===== src/rtl/controlador_barrido_pkg.sv =====
// Shared display definitions for the 4-digit 7-segment scan path.
// Holds the digit count, the blank code the downstream decoder understands,
// the digit index constants and the leading-zero suppression helper.
package controlador_barrido_pkg;

    localparam int         N_DIGITOS     = 4;
    localparam logic [3:0] CODIGO_BLANCO = 4'hF;

    localparam logic [1:0] CIFRA_1 = 2'd0;
    localparam logic [1:0] CIFRA_2 = 2'd1;
    localparam logic [1:0] CIFRA_3 = 2'd2;
    localparam logic [1:0] CIFRA_4 = 2'd3;

    // Walks from the most significant digit down and blanks zeros until the
    // first non-zero digit. Digit 1 (index 0) is never blanked, so a value of
    // zero still shows a single '0'.
    function automatic logic [15:0] suprimir_ceros(input logic [15:0] i_v);
        logic [15:0] r_res;
        logic        r_seguir;
        r_res    = i_v;
        r_seguir = 1'b1;
        for (int d = N_DIGITOS - 1; d > 0; d--) begin
            if (r_seguir && (i_v[d*4 +: 4] == 4'h0)) begin
                r_res[d*4 +: 4] = CODIGO_BLANCO;
            end else begin
                r_seguir = 1'b0;
            end
        end
        return r_res;
    endfunction

endpackage


===== src/rtl/controlador_barrido_divisor_frecuencia.sv =====
// Prescaler for the display scan: counts 0..PRESCALE-1 and wraps.
// Ports: i_clk, i_rst_n (async, active-low), o_tick (high on the last count).
// o_tick is combinational from the counter; no backpressure, free running.
module divisor_frecuencia #(
    parameter int PRESCALE   = 50000,
    parameter int PRESCALE_W = 16
) (
    input  logic i_clk,
    input  logic i_rst_n,
    output logic o_tick
);

    localparam logic [PRESCALE_W-1:0] ULTIMO = PRESCALE_W'(PRESCALE - 1);

    logic [PRESCALE_W-1:0] r_cuenta;
    logic                  w_tick;

    assign w_tick = (r_cuenta == ULTIMO);
    assign o_tick = w_tick;

    always_ff @(posedge i_clk or negedge i_rst_n) begin
        if (!i_rst_n) begin
            r_cuenta <= '0;
        end else if (w_tick) begin
            r_cuenta <= '0;
        end else begin
            r_cuenta <= r_cuenta + 1'b1;
        end
    end

endmodule


===== src/rtl/controlador_barrido.sv =====
// Display scan controller: digit index, four frame-stable nibbles, frame pulse.
// Ports: i_clk, i_rst_n, i_valor/i_valido/o_listo (single-entry buffer),
//   o_N_cifra (mux select), o_Datos1..4 (digit nibbles), o_cuadro (frame end).
// Latency capture->display 1..4*PRESCALE cycles; offers while o_listo=0 are dropped.
// Optional macro CONTROLADOR_BARRIDO_BLANK_LEADING_EN: blank leading zeros on load.
module controlador_barrido
    import controlador_barrido_pkg::*;
#(
    parameter int PRESCALE   = 50000,
    parameter int PRESCALE_W = 16
) (
    input  logic        i_clk,
    input  logic        i_rst_n,
    input  logic [15:0] i_valor,
    input  logic        i_valido,
    output logic        o_listo,
    output logic [1:0]  o_N_cifra,
    output logic [3:0]  o_Datos1,
    output logic [3:0]  o_Datos2,
    output logic [3:0]  o_Datos3,
    output logic [3:0]  o_Datos4,
    output logic        o_cuadro
);

    logic        w_tick;
    logic        w_frontera;
    logic        w_captura;
    logic [15:0] w_carga;

    logic [1:0]  r_n_cifra;
    logic        r_pendiente;
    logic [15:0] r_buffer;
    logic [15:0] r_datos;
    logic        r_cuadro;

    divisor_frecuencia #(
        .PRESCALE   (PRESCALE),
        .PRESCALE_W (PRESCALE_W)
    ) u_divisor (
        .i_clk   (i_clk),
        .i_rst_n (i_rst_n),
        .o_tick  (w_tick)
    );

    // The last slot of the last digit closes the frame.
    assign w_frontera = w_tick && (r_n_cifra == CIFRA_4);
    assign w_captura  = i_valido && !r_pendiente;

`ifdef CONTROLADOR_BARRIDO_BLANK_LEADING_EN
    assign w_carga = suprimir_ceros(r_buffer);
`else
    assign w_carga = r_buffer;
`endif

    // Digit index: a 2-bit counter wraps 3 -> 0 on its own.
    always_ff @(posedge i_clk or negedge i_rst_n) begin
        if (!i_rst_n) begin
            r_n_cifra <= CIFRA_1;
            r_cuadro  <= 1'b0;
        end else begin
            r_cuadro <= w_frontera;
            if (w_tick) begin
                r_n_cifra <= r_n_cifra + 2'd1;
            end
        end
    end

    // Single-entry buffer. A boundary with a pending value and a capture can
    // never coincide (o_listo is low then), so the two branches are exclusive.
    // A capture on a boundary with an empty buffer only fills the buffer; the
    // display picks it up at the following boundary.
    always_ff @(posedge i_clk or negedge i_rst_n) begin
        if (!i_rst_n) begin
            r_pendiente <= 1'b0;
            r_buffer    <= '0;
            r_datos     <= '0;
        end else if (w_frontera && r_pendiente) begin
            r_datos     <= w_carga;
            r_pendiente <= 1'b0;
        end else if (w_captura) begin
            r_buffer    <= i_valor;
            r_pendiente <= 1'b1;
        end
    end

    assign o_listo   = !r_pendiente;
    assign o_N_cifra = r_n_cifra;
    assign o_Datos1  = r_datos[3:0];
    assign o_Datos2  = r_datos[7:4];
    assign o_Datos3  = r_datos[11:8];
    assign o_Datos4  = r_datos[15:12];
    assign o_cuadro  = r_cuadro;

endmodule


===== config.mk =====
export PLATFORM = sky130hd
export DESIGN_NAME = controlador_barrido
export DESIGN_NICKNAME = d
export VERILOG_FILES = /design/src/rtl/controlador_barrido_pkg.sv /design/src/rtl/controlador_barrido_divisor_frecuencia.sv /design/src/rtl/controlador_barrido.sv
export SDC_FILE = /design/constraint.sdc
export NUM_CORES = 1
export LEC_CHECK = 0
export ABC_AREA = 0
export CAP_MARGIN = 20
export CORE_UTILIZATION = 50
export DETAILED_ROUTE_END_ITERATION = 7
export PLACE_DENSITY = 0.85
export SYNTH_ARGS = -nofsm -noshare
export SYNTH_HDL_FRONTEND = slang
export SYNTH_SLANG_ARGS = --single-unit

===== constraint.sdc =====
create_clock -name i_clk -period 2.53 [get_ports i_clk]
set_input_delay 0.506 -clock i_clk [delete_from_list [all_inputs] [get_ports i_clk]]
set_output_delay 0.506 -clock i_clk [all_outputs]
set_load 0.01 [all_outputs]

==> results_dict.tcl, run 1 <==
set metrics [dict create \
    clk_pin_slew_ns 0.08 \
    worst-path-max-fanout 17 \
    synth_ff_type "dfrtp_1" \
    rows 23 \
    tns_ns 0 \
    antenna_found_initial 0 \
    switching_share_pct 18.6 \
    fin_skew_ns 0.00779 \
    ir_drop_mv 0.338 \
    synth_warnings 0 \
    slew_headroom_pct 66.5 \
    cp-end-kind "flip-flop" \
    syn_inst 153 \
    finalHoldViolations 0 \
    crit_family "simple AND/OR/NAND/NOR gates" \
    start_util_pct 52.9 \
    antenna_cells 0 \
    tightest_slew_ns 0.502 \
    finalPower_uw 1590 \
    io_buffers 38 \
    p_seq_share_pct 55.0 \
    slowest_stage "dfrtp_1" \
    async_reset_ff_share_pct 100 \
    cp-start-kind "flip-flop" \
    synth_top_cell_area_share_pct 60.2 \
    p_sw_uw 296 \
    crit_type "flip-flop to flip-flop" \
    synth_area_um2 2160 \
    grtUsageTotal_pct 19.7 \
    placed_cells 241 \
    clockRootBuffer "clkbuf_8" \
    synthTopCellsByArea "dfrtp_1, mux2_2, mux2_4" \
    period_minus_slack_ns 2.12 \
    p_comb_share_pct 4.6 \
    drt-initial-drc-count 75 \
    area_growth_pct 25.9 \
    max_freq_mhz 472 \
    routed_wirelength_mm 3.82 \
    synth_top_cell_by_area "dfrtp_1" \
    crit_buf_inv 1 \
    syn_nets 174 \
    cts_tree "done" \
    drive_above_1_share_pct 24.7 \
    grt_pass1_vias 1417 \
    synth.most_common_cell "dfrtp_1" \
    crit_path_max_incr_delay_ns 0.40 \
    cp_cell_sequence "ha_1 > and4_1 > and4_4 > and3_1 > buf_4 > mux2_2" \
    drc_errors 0 \
    dp_hpwl_mm 2.72 \
    finalSetupViolCount 0 \
    synth_edf_count 0 \
    maxCapViolations 0 \
    grt_overflow 0 \
    slew_violations 0 \
    dieArea_um2 4590 \
    p_per_area_nw_per_um2 584 \
    fin_nets 219 \
    place_congestion 0.831 \
    cts_max_level 2 \
    synth_seq_area_share_pct 60.2 \
    grt_first_pass_wirelength_mm 6.48 \
    stdcell_count 248 \
    syn_area_per_cell_um2 14.1 \
    r2r_slack_ns 0.41 \
    die_w_um 67.8 \
    numCtsBuffers 5 \
    p_clk_share_pct 40.4 \
    clk_latency_ns 0.30 \
    synth_common_cells "dfrtp_1, mux2_2, nor2_1, mux2_4, xor2_1" \
    ios 39 \
    timing.final.crit_share_pct 83.7 \
    route.vias.total 1322 \
    p_int_uw 1300 \
    die_height_um 67.8 \
    outcome "complete, no violations" \
    first_pass_iters 4 \
    cts.repair.resized 0 \
    ys_types 30 \
    finalHoldWorstSlack_ns 0.156 \
    ys_ff_latch 52 \
    worst_hold_path_type "input port to asynchronous set/reset pin" \
    holdBufCountCts 0 \
    cts.sinks 52 \
    cts_buffer_depth 2 \
    crit_arrival_ns 2.31 \
    rsz0062_at_grt "false" \
    power_leakage_uw 0.00125 \
    fp.coreArea_um2 4090 \
    drt.antenna.violating_nets 0 \
    crit_required_ns 2.72 \
    wl_per_cell_um 15.4 \
    grt_max_degree 25 \
    via_per_inst 5.33 \
    post-cts-setup-buffers 0 \
]
-- placed cells by master, fill, tap and decap left out, drive strengths merged --
master / count
clkbuf: 5
mux2: 33
and4: 3
and3b: 1
nor4: 1
nand4: 4
xor2: 8
xnor2: 5
or3: 1
nand2: 4
bufinv: 2
inv: 3
nand3: 6
nor4b: 2
mux2i: 1
dfrtp: 52
o21ai: 1
clkdlybuf4s50: 37
nand2b: 2
ha: 2
buf: 6
and2: 1
nor2b: 2
and3: 1
nor3: 2
nor2: 12
a21oi: 1
-- power by group through the flow --
| stage | Sequential (uW) | Clock, uW | Combinational, uW |
|---|---|---|---|
| detailed placement | 892 | 0 | 75.9 |
| global placement | 889 | 0 | 71.9 |
| floorplan | 886 | 0 | 26.6 |
| global route | 879 | 690 | 82.2 |
| finish | 875 | 643 | 73.7 |
| CTS | 875 | 658 | 76.0 |
-- kinds of logic (layout without fill, tap and decap cells) --
kind of cell | count (synthesis) | in the layout | synth area share [%]
compound gates | 2 | 2 | 0.462
xor+xnor | 13 | 13 | 5.26
fa+ha+maj | 2 | 2 | 1.16
mux | 34 | 34 | 19.2
simple gates | 42 | 42 | 11.2
flops | 52 | 52 | 60.2
buf+inv | 8 | 53 | 2.54
-- layout make-up --
| type | instances | area, um^2 |
|---|---|---|
| clock buffer | 5 | 68.8 |
| inverter | 3 | 11.3 |
| clock inverter | 2 | 60.1 |
| sequential | 52 | 1300 |
| timing repair buffer | 43 | 413 |
| multi-input combinational | 93 | 807 |
| tap | 50 | 62.6 |
| fill | 293 | 1360 |
-- per-layer routing --
metal  vias up  GRT usage [%]  wire length (um)
li1        615              -                 -
met4         0           8.59                75
met3         8           5.91               144
met2        26           31.9              1890
met1       673           24.1              1710
met5         -              0                 0
-- state kept, by name (all words and copies together), names as in the netlist --
register and count:
r_buffer 16, o_cuadro 1, r_datos 16, o_N_cifra 2, u_divisor.r_cuenta 16, r_pendiente 1
-- final timing paths --
kind / cells after the start / to / startpoint
worst max register to register: 6 / r_datos[5] / u_divisor.r_cuenta[0]
worst min-delay path: 1 / r_buffer[0] / i_rst_n
max in group asynchronous: 2 / o_cuadro / i_rst_n
worst max-delay path: 6 / r_datos[5] / u_divisor.r_cuenta[0]
min in group i_clk: 1 / u_divisor.r_cuenta[0] / u_divisor.r_cuenta[0]
worst min register to register: 1 / u_divisor.r_cuenta[0] / u_divisor.r_cuenta[0]
-- per-stage QoR --
step	area [um^2]	utilization, %	setup WS, ns
after global placement	2590	63.5	0.491
after CTS	2720	66.7	0.398
final	2720	66.7	0.413
after detailed placement	2590	63.5	0.420
after global routing	2720	66.7	0.299
after floorplan	2160	-	0.692
No activity file was read; power rests on OpenSTA's default activity.
==> run 2: changes to the inputs <==
Clock period 2.53 ns to 2.1 ns, I/O delays scaled along.
==> results_dict.tcl, run 2 (same netlist as run 1, synthesis figures left out) <==
set metrics [dict create \
    outcome "complete, no violations" \
    drt-initial-drc-count 22 \
    power_leakage_uw 0.00124 \
    worst-path-max-fanout 13 \
    grt_pass1_vias 1396 \
    cp_cell_sequence "ha_1 > and4_1 > and4_4 > and3_1 > buf_12 > mux2_2" \
    p_per_area_nw_per_um2 638 \
    final_area_um2 2720 \
    io_buffers 38 \
    cp-start-kind "flip-flop" \
    dp_hpwl_mm 2.76 \
    antenna_found_initial 0 \
    crit_type "flip-flop to flip-flop" \
    r2r-end "r_datos[2]" \
    grtUsageTotal_pct 20.0 \
    r2r_slack_ns 0.16 \
    tightest_slew_ns 0.463 \
    drt.antenna.violating_nets 0 \
    die_height_um 67.8 \
    fin_nets 221 \
    clockRootBuffer "clkbuf_8" \
    numCtsBuffers 5 \
    clk_latency_ns 0.31 \
    fin_ws_ns 0.163 \
    period_minus_slack_ns 1.94 \
    crit_path_max_incr_delay_ns 0.40 \
    final_common_cell "dfrtp_1" \
    start_util_pct 52.9 \
    die_w_um 67.8 \
    holdBufCountCts 0 \
    crit_required_ns 2.31 \
    grt_overflow 0 \
    worstRegToRegCells 6 \
    cts_buffer_depth 2 \
    slew_headroom_pct 69.1 \
    wl_per_cell_um 15.2 \
    post-place-ws_ns 0.157 \
    drive_above_1_share_pct 25.9 \
    tns_ns 0 \
    maxCapViolations 0 \
    rr_startpoint "u_divisor.r_cuenta[0]" \
    ir_drop_mv 0.467 \
    fp.coreArea_um2 4090 \
    fin_util_pct 66.5 \
    finalPower_uw 1730 \
    crit_family "simple AND/OR/NAND/NOR gates" \
    post-cts-setup-buffers 0 \
    slowest_stage "dfrtp_1" \
    crit_arrival_ns 2.14 \
    cts.repair.resized 0 \
    final_cell_mix "dfrtp_1, clkdlybuf4s50_1, mux2_2" \
    timing.final.crit_share_pct 92.2 \
    rsz0062_at_grt "false" \
    cts.sinks 52 \
    place_congestion 0.879 \
    ios 39 \
    rows 23 \
    clk_pin_slew_ns 0.10 \
    place_area_um2 2620 \
    dieArea_um2 4590 \
    crit_buf_inv 1 \
    antenna_cells 0 \
    cts_max_level 2 \
    fin_skew_ns 0.0115 \
    max_freq_mhz 516 \
    slew_violations 0 \
    route.vias.total 1317 \
    via_per_inst 5.25 \
    grt_first_pass_wirelength_mm 6.49 \
    grt_max_degree 23 \
    area_growth_pct 25.6 \
    drc_errors 0 \
    top_regs "r_buffer x16, r_datos x16, u_divisor.r_cuenta x16" \
    finalHoldViolations 0 \
    cts_tree "done" \
    cp-end-kind "flip-flop" \
    first_pass_iters 4 \
    worst_hold_path_type "input port to asynchronous set/reset pin" \
    finalSetupViolCount 0 \
    routed_wirelength_mm 3.81 \
]
run 2: cell count changes in the layout (fill, tap and decap cells not counted), sizes merged:
cell / previous run / this run
bufinv: 2 / 0
clkinvlp: 0 / 2
buf: 6 / 8
inv: 3 / 4
run 2: worst max path at each step:
| stage | startpoint | to | slack (ns) | depth (start not counted) |
|---|---|---|---|---|
| final | u_divisor.r_cuenta[0] | r_datos[2] | 0.16 | 6 |
| after CTS | u_divisor.r_cuenta[0] | r_datos[2] | 0.15 | 6 |
| after global routing | u_divisor.r_cuenta[0] | r_datos[0] | 0.06 | 6 |
| after detailed placement | u_divisor.r_cuenta[0] | r_datos[2] | 0.16 | 6 |
| after global placement | u_divisor.r_cuenta[0] | r_datos[0] | 0.23 | 6 |
| after floorplan | u_divisor.r_cuenta[0] | r_datos[10] | 0.26 | 7 |
run 2: through the flow:
| step | hold WS (ns) | std cells |
|---|---|---|
| after floorplan | 0.124 | 153 |
| after global placement | 0.384 | 243 |
| after detailed placement | 0.390 | 243 |
| after CTS | 0.0418 | 251 |
| after global routing | 0.0606 | 251 |
| final | 0.0413 | 251 |
run 2: layer usage:
| metal | track usage (%) | share of wire [%] | wire, um |
|---|---|---|---|
| met5 | 0 | 0 | 0 |
| met4 | 9.11 | 1.7 | 66 |
| met1 | 24.2 | 44 | 1680 |
| met2 | 33.2 | 51 | 1940 |
| met3 | 5.41 | 3.5 | 134 |
run 2: layout make-up:
| type | instances | area [um^2] |
|---|---|---|
| fillers | 291 | 1370 |
| well taps | 50 | 62.6 |
| clock inverters | 3 | 26.3 |
| multi-input cells | 93 | 807 |
| flip-flops and latches | 52 | 1300 |
| clock buffers | 5 | 68.8 |
| repair buffers | 45 | 440 |
| inverters | 3 | 11.3 |
run 2: power by group:
group	total [uW]	switching (uW)	internal [uW]
logic	89.5	32.5	57.0
registers	1050	18.8	1040
clock network	590	347	243
total	1730	398	1340
